File: src/rtl/life_pkg.sv
// Shared types and defaults for the player lives counter.
package life_pkg;

    typedef enum logic [1:0] {
        IDLE      = 2'd0,
        ALIVE     = 2'd1,
        INVULN    = 2'd2,
        GAME_OVER = 2'd3
    } life_state_t;

    localparam int unsigned DEFAULT_LIVES_W      = 3;
    localparam int unsigned DEFAULT_START_LIVES  = 3;
    localparam int unsigned DEFAULT_MAX_LIVES    = 7;
    localparam int unsigned DEFAULT_INVULN_TICKS = 60;

    // Counter width able to hold the full cooldown load value.
    function automatic int unsigned cooldown_width(input int unsigned ticks);
        return $clog2(ticks + 1);
    endfunction

endpackage

File: src/rtl/cooldown_timer.sv
// Loadable down-counter advanced by enable ticks; flags the final tick
// combinationally and as a registered expire pulse.
module cooldown_timer
    import life_pkg::*;
#(
    parameter int unsigned TICKS = DEFAULT_INVULN_TICKS,
    parameter int unsigned CNT_W = cooldown_width(TICKS)
) (
    input  logic Clk,
    input  logic Reset,
    input  logic clear,
    input  logic load,
    input  logic tick,
    output logic final_c,
    output logic expire
);

    logic [CNT_W-1:0] count;

    always_comb begin
        final_c = tick && (count == CNT_W'(1));
    end

    // Clear beats load so a restart always leaves the timer idle.
    always_ff @(posedge Clk) begin
        if (Reset || clear) begin
            count  <= '0;
            expire <= 1'b0;
        end else begin
            expire <= final_c;
            if (load) begin
                count <= CNT_W'(TICKS);
            end else if (tick && (count != '0)) begin
                count <= count - CNT_W'(1);
            end
        end
    end

endmodule

File: src/rtl/life_counter.sv
// Player lives tracker: start/restart, hit handling with a frame-timed
// invulnerability window, and game-over. Optional bonus lives: EXTRA_LIFE_EN.
module life_counter
    import life_pkg::*;
#(
    parameter int unsigned LIVES_W      = DEFAULT_LIVES_W,
    parameter int unsigned START_LIVES  = DEFAULT_START_LIVES,
    parameter int unsigned MAX_LIVES    = DEFAULT_MAX_LIVES,
    parameter int unsigned INVULN_TICKS = DEFAULT_INVULN_TICKS
) (
    input  logic               Clk,
    input  logic               Reset,
    input  logic               start,
    input  logic               hit,
    input  logic               frame_tick,
`ifdef EXTRA_LIFE_EN
    input  logic               bonus,
`endif
    output logic [LIVES_W-1:0] lives,
    output logic               invulnerable,
    output logic               game_over,
    output logic               hit_ack
);

    localparam int unsigned START_CLAMP = (START_LIVES > MAX_LIVES) ? MAX_LIVES : START_LIVES;
    localparam logic [LIVES_W-1:0] LIVES_START = LIVES_W'(START_CLAMP);
    localparam logic [LIVES_W-1:0] LIVES_ONE   = LIVES_W'(1);

    life_state_t      state;
    logic             in_game;
    logic             hit_fatal;
    logic [LIVES_W-1:0] hit_base;
    logic             cd_clear;
    logic             cd_load;
    logic             cd_tick;
    logic             cd_final_c;
    logic             cd_expire;

`ifdef EXTRA_LIFE_EN
    localparam logic [LIVES_W-1:0] LIVES_MAX = LIVES_W'(MAX_LIVES);
    logic             bonus_en;
    logic [LIVES_W-1:0] lives_inc;
`endif

    // Lives seen by a hit; a same-cycle bonus is credited before the hit.
    always_comb begin
        in_game = (state == ALIVE) || (state == INVULN);
`ifdef EXTRA_LIFE_EN
        bonus_en  = bonus && in_game;
        lives_inc = (lives >= LIVES_MAX) ? LIVES_MAX : lives + LIVES_ONE;
        hit_base  = bonus_en ? lives_inc : lives;
`else
        hit_base  = lives;
`endif
        hit_fatal = (hit_base <= LIVES_ONE);
    end

    always_comb begin
        cd_clear = start && in_game;
        cd_load  = (state == ALIVE) && !start && hit && !hit_fatal;
        cd_tick  = (state == INVULN) && frame_tick;
    end

    cooldown_timer #(
        .TICKS (INVULN_TICKS)
    ) u_cooldown (
        .Clk     (Clk),
        .Reset   (Reset),
        .clear   (cd_clear),
        .load    (cd_load),
        .tick    (cd_tick),
        .final_c (cd_final_c),
        .expire  (cd_expire)
    );

    always_ff @(posedge Clk) begin
        if (Reset) begin
            state        <= IDLE;
            lives        <= LIVES_START;
            invulnerable <= 1'b0;
            game_over    <= 1'b0;
            hit_ack      <= 1'b0;
        end else begin
            hit_ack <= 1'b0;
            case (state)
                IDLE: begin
                    if (start) begin
                        state <= ALIVE;
                        lives <= LIVES_START;
                    end
                end
                ALIVE: begin
                    if (start) begin
                        lives <= LIVES_START;
                    end else if (hit) begin
                        hit_ack <= 1'b1;
                        if (hit_fatal) begin
                            state     <= GAME_OVER;
                            lives     <= '0;
                            game_over <= 1'b1;
                        end else begin
                            state        <= INVULN;
                            lives        <= hit_base - LIVES_ONE;
                            invulnerable <= 1'b1;
                        end
`ifdef EXTRA_LIFE_EN
                    end else if (bonus_en) begin
                        lives <= lives_inc;
`endif
                    end
                end
                INVULN: begin
                    if (start) begin
                        state        <= ALIVE;
                        lives        <= LIVES_START;
                        invulnerable <= 1'b0;
                    end else begin
`ifdef EXTRA_LIFE_EN
                        if (bonus_en) begin
                            lives <= lives_inc;
                        end
`endif
                        if (cd_final_c) begin
                            state        <= ALIVE;
                            invulnerable <= 1'b0;
                        end
                    end
                end
                GAME_OVER: begin
                    lives <= '0;
                    if (start) begin
                        state     <= ALIVE;
                        lives     <= LIVES_START;
                        game_over <= 1'b0;
                    end
                end
                default: begin
                    state        <= IDLE;
                    lives        <= LIVES_START;
                    invulnerable <= 1'b0;
                    game_over    <= 1'b0;
                end
            endcase
        end
    end

    // The timer only expires on the tick that returns the FSM to ALIVE.
    expire_tracks_state: assert property (@(posedge Clk) disable iff (Reset)
        cd_expire |-> (state == ALIVE && !invulnerable));

endmodule

File: config.mk
export PLATFORM = sky130hd
export DESIGN_NAME = life_counter
export DESIGN_NICKNAME = d
export VERILOG_FILES = /design/src/rtl/life_pkg.sv /design/src/rtl/cooldown_timer.sv /design/src/rtl/life_counter.sv
export SDC_FILE = /design/constraint.sdc
export NUM_CORES = 1
export LEC_CHECK = 0
export CAP_MARGIN = 20
export CORE_MARGIN = 5
export CORE_UTILIZATION = 25
export CTS_CLUSTER_SIZE = 12
export DETAILED_ROUTE_END_ITERATION = 10
export PLACE_DENSITY = 0.45
export SLEW_MARGIN = 25
export SYNTH_ARGS = -nofsm -noshare
export SYNTH_HDL_FRONTEND = slang
export SYNTH_HIERARCHICAL = 1
export SYNTH_SLANG_ARGS = --single-unit
File: constraint.sdc
create_clock -name Clk -period 4.2 [get_ports Clk]
set_clock_uncertainty 0.2 [all_clocks]
set_input_delay 1.26 -clock Clk [delete_from_list [all_inputs] [get_ports Clk]]
set_output_delay 1.26 -clock Clk [all_outputs]
set_load 0.05 [all_outputs]
Yosys cells after proc, flatten, opt, wreduce, memory -nomap -nowiden --
Index checks and enable logic that the tools add are counted.
Operators by class: add/sub/neg operators 2, order comparisons 1, equality and inequality tests 13, multiplexer cells 27, bitwise logic cells 1, reduce and logical (&&, ||, !) cells 24
Operators with widths (number):
- 2-bit 2-to-1 mux | 6
- 3-bit 2-to-1 mux | 4
- 6-bit 2-to-1 mux | 2
- 1-bit 2-to-1 mux | 11
- 2-bit != test (second input constant) | 5
- 5-bit AND reduction | 2
- 3-bit one-hot mux with 3 select lines | 1
- 1-bit logical AND | 7
- 6-bit by 1-bit equality test with 1-bit output (second input constant) | 1
- 3-bit != test (second input constant) | 2
- 2-bit one-hot mux with 3 select lines | 1
- 2-bit nonzero test | 3
- 6-bit nonzero test | 1
- 2-bit OR reduction | 3
- 6-bit by 1-bit subtractor with 6-bit output (second input constant) | 1
- 2-bit equality test (second input constant) | 2
- 2-bit by 1-bit != test with 1-bit output (second input constant) | 2
- 1-bit one-hot mux with 2 select lines | 2
- 4-bit AND reduction | 1
- 3-bit by 1-bit <= comparator with 1-bit output (second input constant) | 1
- 3-bit OR reduction | 1
- 3-bit by 1-bit subtractor with 3-bit output (second input constant) | 1
- 2-bit by 1-bit equality test with 1-bit output (second input constant) | 1
- 1-bit zero test | 2
- other kinds (4) | 5
Storage, ports and cells: bits in registers 14, output and inout port bits 6, word-level logic and storage cells 75

Logic depth before layout (Yosys ltp) --
depth after elaboration 6, depth in mapped cells 8, gate-level depth less buffers 8

Cells and area by module --
Netlist, hierarchy kept.
Modules (own cells, without submodules):
- life_counter | instances 1, cells an instance 66, area an instance 566.8 um^2
- cooldown_timer | instances 1, cells an instance 39, area an instance 369.1 um^2

Worst setup path after synthesis --
OpenSTA, ideal clock, no wires.
path type input -> register, start point in frame_tick, end point reg u_cooldown.count[5], arrival time 2368 ps, data required time 3880 ps, path slack 1512 ps, cell stages on the path 4, path buffers 0, path through and2_1 > or4b_4 > o31a_1 > o31a_1
Between the ends: word-level cells in the longest chain between the ends 3
RTL lines:
- start: declaration | RTL line life_counter.sv:15 | input logic frame_tick,
- 1-bit logical AND | RTL line life_counter.sv:61 | cd_tick = (state == INVULN) && frame_tick;
- 1-bit logical AND | RTL line cooldown_timer.sv:33 | end else if (tick && (count != '0)) begin
- 2-bit nonzero test (no source line)
- end signal: assignment | RTL line cooldown_timer.sv:32 | count <= CNT_W'(TICKS);
- end signal: assignment | RTL line cooldown_timer.sv:34 | count <= count - CNT_W'(1);
- end: declaration | RTL line cooldown_timer.sv:18 | logic [CNT_W-1:0] count;
No other way between the ends. A chain may end at the register's enable or synchronous reset.

Final worst setup path --
start point reg lives[0], end point out lives[0]
RTL lines:
- start: declaration | RTL line life_counter.sv:19 | output logic [LIVES_W-1:0] lives,
- start signal: assignment | RTL line life_counter.sv:103 | lives <= hit_base - LIVES_ONE;
No word-level cell between the ends.

==> impl_metrics.py <==
metrics = {
    "timing": {
        "fin_crit_ps": 2960,
        "timing_hold_violations_final": 0,
        "finalMaxSlewViolations": 0,
        "report.final.setup_viol": 0,
        "rsz0062_at_grt": "no",
        "layout_worst_path_cycle_share": 0.706,
        "fin_tns_setup_ps": 0,
        "relSlewSlack": 0.595,
        "max_clock_freq_mhz": 337,
        "timing.final.ws_setup_ps": 1240,
        "hold_slack_ps": 300,
        "worst_tran_pin_value_ps": 602,
    },
    "placement": {
        "pre_cts_ws_ps": 970,
        "port-buffer-count": 10,
        "routabilityCongestion": 0.840,
        "dpl_cell_area_sq_um": 1050,
        "post-dp-hpwl_microns": 1470,
    },
    "yosys": {
        "postSynthAreaPerCell_sq_um": 8.83,
        "number_of_instances_in_the_synthesized_netlist": 103,
        "synth-warning-count": 6,
        "syn-num-nets": 117,
        "syn-cell-area_sq_um": 910,
    },
    "cts": {
        "quantity_of_hold_fixing_buffers_added_after_cts": 0,
        "cts_post_setup_buffers_inserted": 0,
        "clock-sinks": 14,
        "clk-insertion-delay-late_ps": 250,
        "cts-root-buf": "clkbuf_8",
        "ctsHtreeMaxLevel": 1,
        "post_cts_clock_slew_at_the_launch_and_capture_registers_of_the_worst_setup_and_hold_paths_ps": 70,
        "max-clock-path-buffers": 2,
        "tritoncts.num_buffers": 3,
        "tritoncts_clock_tree": "yes",
        "cts-resized-gates": 0,
    },
    "global_route": {
        "grt_usage": 0.0809,
        "globalRouteOverflowTotal": 0,
        "number_of_global_route_vias_before_repair": 712,
        "grt_antenna_before_repair": 0,
        "grt_max_degree": 11,
        "grt_first_pass_wirelength_microns": 3330,
    },
    "drt": {
        "dr_total_vias": 769,
        "final_antenna_net_count": 0,
        "route.detailed.wl_per_inst_microns": 11.7,
        "viasPerCell": 4.72,
        "drt_first_pass_iters": 4,
        "initialDrtViolationCount": 43,
        "drt_wl_total_microns": 1910,
        "route.detailed.drc": 0,
    },
    "pwr": {
        "comb_power_share": 0.235,
        "power_frac_seq": 0.401,
        "switchingPower_mw": 0.113,
        "cellInternalPower_mw": 0.260,
        "leakage_nw": 0.418,
        "vdd_ir_drop_max_mv": 0.113,
        "powerDensity_nw_per_um2": 336,
        "power.switching_fraction": 0.304,
        "power_frac_clock": 0.364,
    },
    "worst_setup_path": {
        "reg2reg_to": "u_cooldown/count[5]",
        "crit_arrival_ps": 1500,
        "worst-r2r-setup-slack_ps": 1930,
        "critPathSlowestCell": "clkdlybuf4s50_1",
        "path_class": "reg2out",
        "r2r.worst_path.cells": 6,
        "worstPathCellList": "clkdlybuf4s50_1",
        "worstPathRequired_ps": 2740,
        "origin_of_the_critical_flop_to_flop_path": "state[0]",
        "timing.critical_path.from_type": "flip-flop",
        "kind_of_end_point_of_the_critical_path": "output port",
        "critical_path.max_fanout": 6,
        "largest_stage_delay_on_the_critical_path_ps": 840,
        "path_buf_inv": 1,
        "critPathTopFamily": "buffers and inverters",
    },
    "layout": {
        "finish.instance_area_sq_um": 1110,
        "antenna_cells": 0,
        "final_core_utilization": 0.308,
        "synthToLayoutAreaGrowth_pct": 22.0,
        "area.sequential_sq_um": 280,
        "multi_input_area_sq_um": 588,
        "finish.net_count": 130,
        "layout-drive-gt1-share": 0.157,
        "fillerInstances": 390,
    },
    "min_path": {
        "timing.hold.worst.class": "reg2reg",
        "timing.hold.worst.start": "u_cooldown/count[1]",
        "cell_depth_of_the_worst_min_delay_path": 2,
        "worstHoldEndpoint": "u_cooldown/count[1]",
    },
    "die": {
        "ioPinCount": 11,
        "dieHeight_microns": 70.3,
        "starting_utilization_of_the_core_area": 0.252,
        "dieArea_sq_um": 4940,
        "core_area_sq_um": 3610,
        "fp-row-count": 22,
        "die-width_microns": 70.3,
    },
    "flow_run": {
        "drv_cap": 0,
    },
    "run_status": {
        "run_status": "completed",
    },
}
==> power by group through the flow <==
stage	Clock (mW)	Sequential [mW]	Combinational (mW)
floorplan	0	0.164	0.0529
global placement	0	0.153	0.0887
detailed placement	0	0.153	0.0875
CTS	0.140	0.150	0.0878
global route	0.144	0.151	0.0974
finish	0.136	0.150	0.0876
==> through the flow <==
| step | total power [mW] | instances |
|---|---|---|
| after global placement | 0.241 | 159 |
| after global routing | 0.393 | 163 |
| after detailed placement | 0.240 | 159 |
| after floorplan | 0.217 | 103 |
| final | 0.373 | 163 |
| after CTS | 0.377 | 163 |
==> area by class of cell <==
| class | instances | share of cell area |
|---|---|---|
| clock buffers | 4 | 0.0496 |
| inverters | 7 | 0.0237 |
| multi-input cells | 80 | 0.530 |
| repair buffers | 10 | 0.0902 |
| flip-flops and latches | 14 | 0.253 |
| well taps | 48 | 0.0541 |
==> how the worst max path moves through the flow <==
stage	startpoint	end	cells past startpoint
after floorplan	frame_tick	u_cooldown/count[5]	4
after global placement	frame_tick	u_cooldown/count[5]	5
after detailed placement	frame_tick	u_cooldown/count[5]	5
after CTS	lives[0]	lives[0]	1
after global routing	start	u_cooldown/count[1]	7
final	lives[0]	lives[0]	1
==> routing by layer <==
metal,routed length [microns],track usage
met1,968,0.111
met2,880,0.123
met4,22,0.0319
met3,36,0.0158
met5,0,0
==> registers in the layout (all words and copies together), names as in the netlist <==
register          count
game_over             1
hit_ack               1
invulnerable          1
lives                 3
state                 2
u_cooldown/count      6
==> placed cells by master (no fill, tap or decap), drive strengths merged, types with 2 or more instances in the layout <==
master and count:
dfxtp 14, a21oi 12, clkdlybuf4s50 10, ha 9, nor2 8, inv 7, nand2 6, nand2b 6
and2 5, o31a 5, nor3 4, clkbuf 4, a221o 2, nand3 2, nor4 2, mux2i 2
nor2b 2
(Power assumes the default switching activity.)
